## config.mk

```make
export PLATFORM = sky130hd
export DESIGN_NAME = rename_reg_file
export DESIGN_NICKNAME = d
export VERILOG_FILES = /design/src/rtl/rename_reg_file.sv
export SDC_FILE = /design/constraint.sdc
export NUM_CORES = 2
export LEC_CHECK = 0
export ABC_CLOCK_PERIOD_IN_PS = 11470
export CORE_MARGIN = 2
export CORE_UTILIZATION = 30
export DETAILED_ROUTE_END_ITERATION = 6
export GPL_TIMING_DRIVEN = 1
export PLACE_DENSITY = 0.42
export SLEW_MARGIN = 20
export SYNTH_ARGS = -nofsm -noshare
export SYNTH_HDL_FRONTEND = slang
export SYNTH_SLANG_ARGS = --single-unit
```

## constraint.sdc

```tcl
create_clock -name clk -period 11.47 [get_ports clk]
set_input_delay 2.294 -clock clk [delete_from_list [all_inputs] [get_ports clk]]
set_output_delay 2.294 -clock clk [all_outputs]
set_load 0.005 [all_outputs]
```

## src/rtl/rename_reg_file.sv

```systemverilog
// rename_reg_file: architectural register file with rename tags, commit bypass and tag checkpoints
module rename_reg_file #(
  parameter int NUM_READ   = 2,
  parameter int REG_ADDR_W = 5,
  parameter int DATA_W     = 32,
  parameter int REF_W      = 4,
  parameter int NUM_CKPT   = 4
) (
  input  logic                           clk,
  input  logic                           rst,
  input  logic                           rename_en,
  input  logic [REG_ADDR_W-1:0]          rename_addr,
  input  logic [REF_W-1:0]               rename_id,
  input  logic                           commit_en,
  input  logic [REG_ADDR_W-1:0]          commit_addr,
  input  logic [REF_W-1:0]               commit_id,
  input  logic [DATA_W-1:0]              commit_data,
  input  logic                           flush_en,
  input  logic                           ckpt_save_en,
  input  logic                           ckpt_restore_en,
  input  logic [$clog2(NUM_CKPT)-1:0]    ckpt_idx,
  input  logic [NUM_READ-1:0]            read_en,
  input  logic [NUM_READ*REG_ADDR_W-1:0] read_addr,
  output logic [NUM_READ-1:0]            read_is_ref,
  output logic [NUM_READ*DATA_W-1:0]     read_data,
  output logic [REG_ADDR_W:0]            ref_count
);
  localparam int N = 1 << REG_ADDR_W;
  logic [DATA_W-1:0] reg_val [N];
  logic [N-1:0]      is_ref, is_ref_n, live;
  logic [REF_W-1:0]  ref_id [N];
  logic [REF_W-1:0]  ref_id_n [N];
  logic [N-1:0]      ck_ref [NUM_CKPT];
  logic [N-1:0]      ck_ref_n [NUM_CKPT];
  logic [REF_W-1:0]  ck_id [NUM_CKPT][N];
  logic [REG_ADDR_W:0] cnt_n;
  logic commit_ok, save;
  assign commit_ok = commit_en && commit_addr != '0;
  assign save = ckpt_save_en && !ckpt_restore_en && !flush_en;
  // live is the tag table after the commit clear but before rename/flush/restore
  always_comb begin
    live = is_ref;
    ck_ref_n = ck_ref;
    if (commit_ok && is_ref[commit_addr] && ref_id[commit_addr] == commit_id) live[commit_addr] = 1'b0;
    for (int s = 0; s < NUM_CKPT; s++)
      if (commit_ok && ck_ref[s][commit_addr] && ck_id[s][commit_addr] == commit_id) ck_ref_n[s][commit_addr] = 1'b0;
    is_ref_n = live;
    ref_id_n = ref_id;
    if (flush_en) is_ref_n = '0;
    else if (ckpt_restore_en) begin
      is_ref_n = ck_ref_n[ckpt_idx];
      for (int i = 0; i < N; i++) ref_id_n[i] = ck_id[ckpt_idx][i];
    end else if (rename_en && rename_addr != '0) begin
      is_ref_n[rename_addr] = 1'b1;
      ref_id_n[rename_addr] = rename_id;
    end
    if (save) ck_ref_n[ckpt_idx] = live;
    cnt_n = '0;
    for (int i = 0; i < N; i++) cnt_n = cnt_n + (REG_ADDR_W+1)'(is_ref_n[i]);
  end
  always_ff @(posedge clk) begin
    if (rst) begin
      is_ref <= '0;
      ref_count <= '0;
      for (int i = 0; i < N; i++) begin
        reg_val[i] <= '0;
        ref_id[i] <= '0;
      end
      for (int s = 0; s < NUM_CKPT; s++) begin
        ck_ref[s] <= '0;
        for (int i = 0; i < N; i++) ck_id[s][i] <= '0;
      end
    end else begin
      if (commit_ok) reg_val[commit_addr] <= commit_data;
      is_ref <= is_ref_n;
      ref_id <= ref_id_n;
      ck_ref <= ck_ref_n;
      ref_count <= cnt_n;
      if (save) for (int i = 0; i < N; i++) ck_id[ckpt_idx][i] <= ref_id[i];
    end
  end
  for (genvar p = 0; p < NUM_READ; p++) begin : g_rd
    logic [REG_ADDR_W-1:0] a;
    logic hit, byp;
    assign a = read_addr[p*REG_ADDR_W +: REG_ADDR_W];
    assign hit = !rst && read_en[p] && a != '0;
    assign byp = commit_en && commit_addr == a && is_ref[a] && ref_id[a] == commit_id;
    assign read_is_ref[p] = hit && !byp && is_ref[a];
    assign read_data[p*DATA_W +: DATA_W] = !hit ? '0 : byp ? commit_data : is_ref[a] ? DATA_W'(ref_id[a]) : reg_val[a];
  end
endmodule
```

==> results.ini <==
[final_layout]
syn_to_final_growth_pct = 14.2
layout_common_cells = 1536 x edfxtp_1, 1508 x and2_1, 891 x mux4_2
nets = 7263
fillers = 32200
layout_commonest_cell = edfxtp_1
layout-drive-gt1-share_pct = 23.1

[timing]
holdWs_ns = 0.489
slew_viol_final = 0
fin_tns_setup_ns = 0
rsz0062_at_grt = no
setup_viol = 0
max_freq_mhz = 97.6
skew_ns = 0.0671
post-route-period-util_pct = 89.3
tightest_slew_ns = 1.28
max-slew-margin-rel_pct = 14.4
fin_crit_ns = 10.25
finalHoldViolCount = 0
setup_ws_ns = 1.22

[worst_setup_path]
cp-start-kind = primary input
reg2reg_slack_ns = 3.47
r2r_end = ref_count[4]
crit_path_max_fanout = 57
endpoint = ref_count[4]
r2r_start = ck_id[1][52]
worstRegToRegCells = 27
end_kind = flop
worstPathRequired_ns = 12.23
critPathKind = primary input to flop
slowest_stage = nor4_1
cp-startpoint = commit_addr[3]
critPathMaxStageDelay_ns = 0.61
arrival_ns = 11.00
cpMostUsedCell = fa_1

[global_routing]
grt_overflow_total = 0
antenna_found_initial = 65
grt_pass1_vias = 69900
grt_max_degree = 116
grt_use_total_pct = 27.5
grt_pass1_wl_mm = 641

[route]
detail_route.first_pass.iterations = 7
wl_per_cell_um = 40.3
vias = 70500
drtIter0Drc = 9317
drc_errors = 0
vias_per_cell = 5.99
ant_nets = 0
drt_wl_total_mm = 475

[power]
power_density_mw_per_mm2 = 150
p_leak_uw = 0.0389
ir_drop_uv = 128

[clock_tree]
post_cts_buffers = 0
holdBufCountCts = 0
ctsRootBufferMaster = clkbuf_16
cts.repair.resized = 0
htreeDepth = 4
cts_sinks = 1830
cts_tree = yes
clock_latency_ns = 0.95
clk_pin_slew_ns = 0.06
numCtsBuffers = 223
cts_buffer_depth = 4

[synth]
synth_top_flop_cell = edfxtp_1
synth_area_mm2 = 0.101
ys_ff_latch = 1830
ys_types = 81
synthCells = 7176
syn-mean-instance-area_um2 = 14.0
synth_edf_count = 1536
yosysSeqAreaShare_pct = 51.7
yosysWarnings = 0
synthArstFlopShare_pct = 0

[hold_path]
hold_class = flop to flop

[floorplanning]
initial_utilization_pct = 30.2
rows = 212
die_h_um = 583
core_mm2 = 0.334
ios = 143
die_x_um = 583
die-area_mm2 = 0.340

[outcome]
status = complete, no violations

[run]
maxCapViolations = 0

[placement]
pre_cts_ws_ns = 0.575
hpwl_mm = 298
numPortBuffers = 142
gp_congestion = 0.969

-- cell type report --
type                       instances  area (um2)  share of cell area (%)
sequential                      1830       52000                    45.3
multi-input combinational       4584       45700                    39.7
clock buffer                     287        5980                    5.21
tap                             4387        5490                    4.78
timing repair buffer             450        4050                    3.52
clock inverter                   127        1300                    1.13
inverter                          72         310                   0.270
antenna                           32        80.1                  0.0697
-- cells in the mapped netlist (46+ instances only) --
cell type	count	area share, %
edfxtp_1	1536	46
and2_1	1508	9.4
mux4_2	891	20
clkbuf_1	492	1.8
mux2i_1	457	4.5
dfxtp_1	294	5.8
o22ai_1	282	1.8
nor2_1	230	0.86
nand2_1	177	0.66
a211oi_1	156	1.2
buf_2	100	0.50
o21ai_0	83	0.41
a21oi_1	73	0.36
inv_1	67	0.25
a32o_1	62	0.62
buf_1	55	0.21
o21ai_1	53	0.26
or2_2	46	0.29
-- registers in the layout, indices dropped and copies added (netlist names) --
name and count:
is_ref 32, ck_ref 128, reg_val 1024, ck_id 512, ref_id 128, ref_count 6
-- kinds of logic (layout without fill, tap and decap cells) --
group           after synthesis  in the layout  synth area share (%)
other cells                   1             64               0.00373
fa+ha+maj                    31             31                 0.564
xor+xnor                     24             24                 0.209
simple gates               2156           2156                  12.5
flops                      1830           1830                  51.7
compound gates              989            989                  6.95
buf+inv                     793            936                  3.51
mux                        1352           1352                  24.5
-- critical path: cells and delay by family --
family / cells / cell delay [ns]
buffers and inverters: 11 / 2.10
adder cells (fa/ha/maj): 8 / 3.47
AND/OR/NAND/NOR: 3 / 1.24
AO/OA/AOI/OAI: 8 / 1.60
XOR/XNOR: 1 / 0.14
-- power breakdown --
group	switching, uW	leakage [uW]	internal (uW)
combinational	1330	0.0180	845
clock	3090	0.00355	4210
sequential	264	0.0174	7520
-- stage by stage --
stage	total power [uW]	instances	cell area, um2	utilization [%]
after floorplan	9040	7207	101000	-
after global placement	10100	11300	107000	32.2
after detailed placement	10100	11300	108000	32.2
after CTS	17300	11700	115000	34.4
after global routing	17700	11700	115000	34.4
final	17300	11800	115000	34.4
-- worst min path at each step --
| stage | startpoint | slack, ns | cells past startpoint | end |
|---|---|---|---|---|
| 2_1_floorplan | ck_ref[32] | 0.45 | 2 | ck_ref[32] |
| 5_1_grt | ck_ref[64] | 0.51 | 2 | ck_ref[64] |
| 6_report | ck_ref[64] | 0.49 | 2 | ck_ref[64] |
| 3_5_place_dp | ck_ref[64] | 0.47 | 2 | ck_ref[64] |
| 4_1_cts | ck_ref[64] | 0.49 | 2 | ck_ref[64] |
| 3_3_place_gp | ck_ref[121] | 0.48 | 2 | ck_ref[121] |
-- metal layers --
layer / wire length, um / GRT usage, % / up-vias
met1: 199000 / 38.0 / 37800
met5: 148 / 0 / -
met2: 212000 / 41.9 / 3904
li1: - / - / 28000
met3: 41900 / 5.75 / 814
met4: 21400 / 11.2 / 22
Power figures use the tool's default switching activity.
